[config.mk]
export PLATFORM = sky130hd
export DESIGN_NAME = mem_port_arbiter
export DESIGN_NICKNAME = d
export VERILOG_FILES = /design/src/rtl/mem_port_arbiter.sv
export SDC_FILE = /design/constraint.sdc
export NUM_CORES = 1
export LEC_CHECK = 0
export ABC_AREA = 1
export CORE_AREA = 4 4 106 108
export DETAILED_ROUTE_END_ITERATION = 6
export DIE_AREA = 0 0 110 112
export GPL_ROUTABILITY_DRIVEN = 0
export PLACE_DENSITY = 0.62
export SLEW_MARGIN = 25
export SYNTH_ARGS = -nofsm -noshare
export SYNTH_HDL_FRONTEND = slang
export SYNTH_SLANG_ARGS = --single-unit
[constraint.sdc]
create_clock -name clk -period 2.15 [get_ports clk]
set_input_delay 0.43 -clock clk [delete_from_list [all_inputs] [get_ports clk]]
set_output_delay 0.43 -clock clk [all_outputs]
set_load 0.01 [all_outputs]
[src/rtl/mem_port_arbiter.sv]
// Shares one memory port between instruction fetch and load/store; one outstanding transaction.
// Latency: request to gnt is 0 cycles when mem_gnt is already high; response is routed combinationally.
// Backpressure: the loser and the locked owner hold their request until gnt. No new request in the rvalid cycle.
//
// Ports: clk/rst_n (async active-low); fetch side if_req/if_addr -> if_gnt/if_rvalid/if_rdata;
//        data side d_req/d_we/d_addr/d_wdata/d_be -> d_gnt/d_rvalid/d_rdata;
//        memory side mem_req/mem_we/mem_addr/mem_wdata/mem_be, mem_gnt/mem_rvalid/mem_rdata; err_spurious (sticky).
// Build option: define ARB_RR_EN for round-robin tie-breaking; otherwise fixed priority, data over fetch.
module mem_port_arbiter #(
  parameter int ADDR_W = 32,
  parameter int DATA_W = 32
) (
  input  logic                clk,
  input  logic                rst_n,
  input  logic                if_req,
  input  logic [ADDR_W-1:0]   if_addr,
  output logic                if_gnt,
  output logic                if_rvalid,
  output logic [DATA_W-1:0]   if_rdata,
  input  logic                d_req,
  input  logic                d_we,
  input  logic [ADDR_W-1:0]   d_addr,
  input  logic [DATA_W-1:0]   d_wdata,
  input  logic [DATA_W/8-1:0] d_be,
  output logic                d_gnt,
  output logic                d_rvalid,
  output logic [DATA_W-1:0]   d_rdata,
  output logic                mem_req,
  output logic                mem_we,
  output logic [ADDR_W-1:0]   mem_addr,
  output logic [DATA_W-1:0]   mem_wdata,
  output logic [DATA_W/8-1:0] mem_be,
  input  logic                mem_gnt,
  input  logic                mem_rvalid,
  input  logic [DATA_W-1:0]   mem_rdata,
  output logic                err_spurious
);

  typedef enum logic [1:0] {
    ST_IDLE = 2'd0,
    ST_REQ  = 2'd1,
    ST_RSP  = 2'd2
  } state_t;

  state_t state;
  logic   owner_d;     // 1 = data requester owns the port, 0 = fetch
  logic   sel_d;       // requester currently driving mem_* is data
  logic   active;      // a request is being presented to memory this cycle
  logic   tie_pick_d;  // winner on a simultaneous request in IDLE
  logic   rsp_hit;

`ifdef ARB_RR_EN
  logic last_winner_d; // 1 = data was granted last, 0 = fetch

  // On a tie, whoever was not granted last goes first.
  assign tie_pick_d = ~last_winner_d;

  always_ff @(posedge clk or negedge rst_n) begin
    if (!rst_n) begin
      last_winner_d <= 1'b0;
    end else if (if_gnt || d_gnt) begin
      last_winner_d <= d_gnt;
    end
  end
`else
  assign tie_pick_d = 1'b1;
`endif

  // Source selection: free choice in IDLE, locked to the owner otherwise.
  always_comb begin
    sel_d  = owner_d;
    active = 1'b0;
    case (state)
      ST_IDLE: begin
        active = d_req | if_req;
        sel_d  = d_req & (~if_req | tie_pick_d);
      end
      ST_REQ: begin
        // Owner dropping req before gnt withdraws the request entirely.
        active = owner_d ? d_req : if_req;
      end
      default: begin
        active = 1'b0;
      end
    endcase
  end

  assign mem_req   = active;
  assign mem_addr  = active ? (sel_d ? d_addr : if_addr) : '0;
  assign mem_we    = active & sel_d & d_we;
  assign mem_wdata = (active & sel_d) ? d_wdata : '0;
  assign mem_be    = (active & sel_d) ? d_be : '0;

  assign d_gnt  = active &  sel_d & mem_gnt;
  assign if_gnt = active & ~sel_d & mem_gnt;

  // Response goes straight through to the owner; anything outside RSP is dropped.
  assign rsp_hit   = (state == ST_RSP) & mem_rvalid;
  assign d_rvalid  = rsp_hit &  owner_d;
  assign if_rvalid = rsp_hit & ~owner_d;
  assign d_rdata   = d_rvalid  ? mem_rdata : '0;
  assign if_rdata  = if_rvalid ? mem_rdata : '0;

  always_ff @(posedge clk or negedge rst_n) begin
    if (!rst_n) begin
      state        <= ST_IDLE;
      owner_d      <= 1'b1;
      err_spurious <= 1'b0;
    end else begin
      if (mem_rvalid && (state != ST_RSP)) begin
        err_spurious <= 1'b1;
      end
      case (state)
        ST_IDLE: begin
          if (active) begin
            owner_d <= sel_d;
            state   <= mem_gnt ? ST_RSP : ST_REQ;
          end
        end
        ST_REQ: begin
          if (!active) begin
            state <= ST_IDLE;
          end else if (mem_gnt) begin
            state <= ST_RSP;
          end
        end
        ST_RSP: begin
          if (mem_rvalid) begin
            state <= ST_IDLE;
          end
        end
        default: begin
          state <= ST_IDLE;
        end
      endcase
    end
  end

endmodule

======== Word level (Yosys, flattened, before mapping) ========
Index checks and enable logic that the tools add are counted.
word-level totals
  bits of input ports ..................... 139
  register bits ........................... 4
  output and inout bits ................... 139
operators by class
  mux-type cells .......................... 15
  bitwise gates (word level) .............. 11
  reductions and logical operators ........ 4
  eq/ne operators ......................... 6
operators with widths
  kind                count
  $mux 32             5
  $mux 2              5
  $and 1x1->1         8
  $ne 2x2->1 const B  3
  $pmux 2 s3          1
  $mux 4              1
  $ne 3x3->1 const B  1
  $reduce_and 3->1    1
  $eq 2x1->1 const B  1
  $eq 2x2->1 const B  1
  $logic_not 2->1     1
  $mux 1              2
  $not 1->1           2
  $pmux 1 s2          1
  $reduce_and 2->1    1
  $logic_and 1x1->1   1
  $or 1x1->1          1

======== Depth between registers and ports, before layout ========
  depth in word-level cells ............... 5
  gate-level depth with buffers ........... 9

======== Worst setup path before layout ========
No wires, ideal clock.
  path kind ............................... reg2out
  start ................................... reg owner_d
  end ..................................... out mem_be[0]
  required time ........................... 1720 ps
  cell stages (with the launch flop) ...... 9
  arrival time ............................ 1336 ps
  slack ................................... 384 ps
  cells stage by stage .................... dfstp_2 -> nand2_1 -> nand2_1 -> nand2_1 -> nand2_2 -> nand2_2 -> buf_6 -> buf_6 -> nor2_1
on the way
  word-level cells in the longest chain between the ends .. 4
  elaborated cells on any way between the ends .. 5
RTL lines
  item                    line  text
  start, declared         46    logic owner_d;
  start signal, assigned  116   owner_d <= sel_d;
  $mux 1                  80    active = owner_d ? d_req : if_req;
  $pmux 1 s2              73    case (state)
  $and 1x1->1 *           92    assign mem_be = (active & sel_d) ? d_be : '0;
  $mux 4 *                92
  end, declared           32    output logic [DATA_W/8-1:0] mem_be,
Mark *: on every way between the ends. The rest lies on a longest branch, timed or not.

======== Worst setup path in the final report ========
  start ................................... reg owner_d
  end ..................................... out mem_wdata[31]
on the way
  word-level cells in the longest chain between the ends .. 4
  elaborated cells on any way between the ends .. 5
RTL lines
  item           line  text
  $mux 1         80
  $pmux 1 s2     73
  $and 1x1->1 *  91    assign mem_wdata = (active & sel_d) ? d_wdata : '0;
  $mux 32 *      91
  end, declared  31    output logic [DATA_W-1:0] mem_wdata,
Marked as above.

==> metrics.yaml <==
status: "complete, but fails checks"
violations: "setup timing"
post_synth_main_area_contributors: "inv_1, nor2_1, nand3_1, nand2_1, dfrtp_1"
core_region_area_sq_um: 10230
syn2layout_area_growth_pct: 188.3
clk_pin_slew_ns: 0.03
cpPeakStageDelay_ns: 0.60
ys_types: 18
antenna_found_initial: 0
seq_area_frac_synth: 0.05853
cp_cell_sequence: "inv_4 -> nand2_2 -> nand2_2 -> nand2_2 -> nand2_4 -> buf_6 -> nand2_8 -> buf_6 -> buf_6 -> nor2_1 -> buf_2"
r2r-start: "owner_d"
rrSetupSlack_ns: 0.15
period_needed_ns: 2.244
synth_common_cells: "inv_1, nor2_1, nand2_1"
synth-edff-count: 0
finalSetupViolations: 36
via_per_inst: 4.192
worst_skew_pair.late_latency_ns: 0.22
numPortBuffers: 277
num_vias: 3584
synth_top_area_frac: 0.2341
n_fill_cell: 1081
fmax_ghz: 0.4456
detail-route-antenna-nets: 0
end_kind: "output port"
start_util: 0.1693
drtIter0Drc: 168
grt_max_degree: 33
cts_root_buffer: "clkbuf_8"
tightestPinTransition_ns: 0.3059
grt_pass1_vias: 3555
yosysMostFrequentCell: "inv_1"
netlist_instances: 402
netlist_area_sq_um: 1732
hpwlAfterDp_um: 9225
numCtsBuffers: 3
avgRoutedWirePerCell_um: 15.43
cp.arrival_ns: 1.81
totalWireLength_um: 13190
boundaryPins: 278
dr.pass1.iters: 6
critPathSlowestCell: "dfstp_2"
clockBufferDepth: 2
synth_nets: 541
diodes: 0
fin_ws_ns: -0.09409
maxSlewViolCount: 0
grt_pass1_wl_um: 18350
place_area_sq_um: 4816
pre_cts_slack_ns: -0.5672
reg2regPathDepth: 15
synth_seq_cells: 4
cts_sinks: 4
grtUsageTotal: 0.1886
path_buf_inv: 5
async_flop_share: 1.000
path_max_fanout: 6
hold_viol_final: 0
postLayoutCellArea_sq_um: 4992
hp-class: "primary input to async pin"
cts_tree: "yes"
hold_buffers: 0
drc: 0
num_rows: 37
fin_nets: 859
register_area_sq_um: 102.6
cp-start-kind: "flip-flop"
leakagePower_nw: 3.088
die-area_sq_um: 12320
worst-path-stages: 11
multiInputGateArea_sq_um: 1296
fin_crit_sh: 1.044
maxCapViolCount: 0
slew_headroom: 0.7947
synth_top_cell_by_area: "inv_1"
r2r_end: "state[1]"
max-vdd-ir-drop_mv: 0.3991
power_density_nw_per_um2: 893.0
die_w_um: 110
h-tree-depth: 1
grt_overflow_total: 0
die_h_um: 112
drive_above_1_share: 0.3463
hold_ws_ns: 0.4192
avgSynthCellArea_sq_um: 4.308
synth_warnings: 0
crit_type: "flip-flop to output port"
cpLargestDelayFamily: "flip-flops"
synth-main-ff-cell: "dfrtp_1"
grt_setup_unrepaired: "yes"
fin_skew_ns: 0.004778
cp.required_ns: 1.72
-- registers in the layout, summed over array words and instances, names as in the netlist --
signal	cells
err_spurious	1
owner_d	1
state	2
-- report_power, final --
group	internal (mW)	switching [mW]
sequential	0.104	0.0399
clock	0.127	0.0394
combinational	2.03	2.12
total	2.26	2.20
-- stage by stage --
step,TNS (ns),power (mW),utilization,std cells
floorplan,0,1.699,-,402
global placement,-49.52,3.672,0.4707,812
detailed placement,-50.74,3.707,0.4707,812
CTS,-4.928,4.178,0.4970,849
global route,-4.813,4.802,0.4880,855
finish,-1.031,4.458,0.4880,855
-- area by class of cell --
cell class	count	share of cell area
Timing Repair Buffer	338	0.5922
Multi-Input combinational cell	262	0.2596
Inverter	111	0.08446
Tap cell	136	0.03409
Sequential cell	4	0.02055
Clock buffer	4	0.009023
-- how the worst max path moves through the flow --
stage,endpoint,start
2_1_floorplan,mem_be[0],owner_d
4_1_cts,mem_addr[22],state[1]
3_5_place_dp,mem_be[3],d_req
3_3_place_gp,mem_wdata[17],d_req
6_report,mem_wdata[31],owner_d
5_1_grt,mem_wdata[31],owner_d
-- timing repair --
action                     CTS  global route
setup buffers               27            11
pin swaps                    2             8
cloned                       6             5
setup endpoints to repair  138           128
resized for setup          359           216
-- cell usage in the layout, fill, tap and decap left out, drive strengths merged --
| cell | synthesis | final |
|---|---|---|
| nor2 | 107 | 107 |
| inv | 111 | 111 |
| dlygate4sd2 | 0 | 5 |
| a21oi | 1 | 1 |
| dfrtp | 3 | 3 |
| nand2 | 82 | 82 |
| clkdlybuf4s50 | 0 | 136 |
| buf | 11 | 126 |
| clkbuf | 14 | 75 |
| nand4 | 2 | 2 |
| o21bai | 1 | 1 |
| nand3 | 67 | 67 |
| dfstp | 1 | 1 |
| o21ai | 2 | 2 |
-- metal layers --
metal | track usage | routed length [um]
met5 | 0 | 0
met4 | 0.03990 | 227
met3 | 0.05275 | 1311
met2 | 0.3697 | 6978
met1 | 0.1921 | 4674
-- logic make-up (layout without fill, tap and decap cells) --
| logic type | after synthesis | in the layout | share of synthesized area |
|---|---|---|---|
| DFF | 4 | 4 | 0.05853 |
| AOI/OAI and AO/OA | 4 | 4 | 0.01300 |
| and+or+nand+nor | 258 | 258 | 0.6163 |
| buffers and inverters | 136 | 453 | 0.3121 |
(Power assumes the default switching activity.)
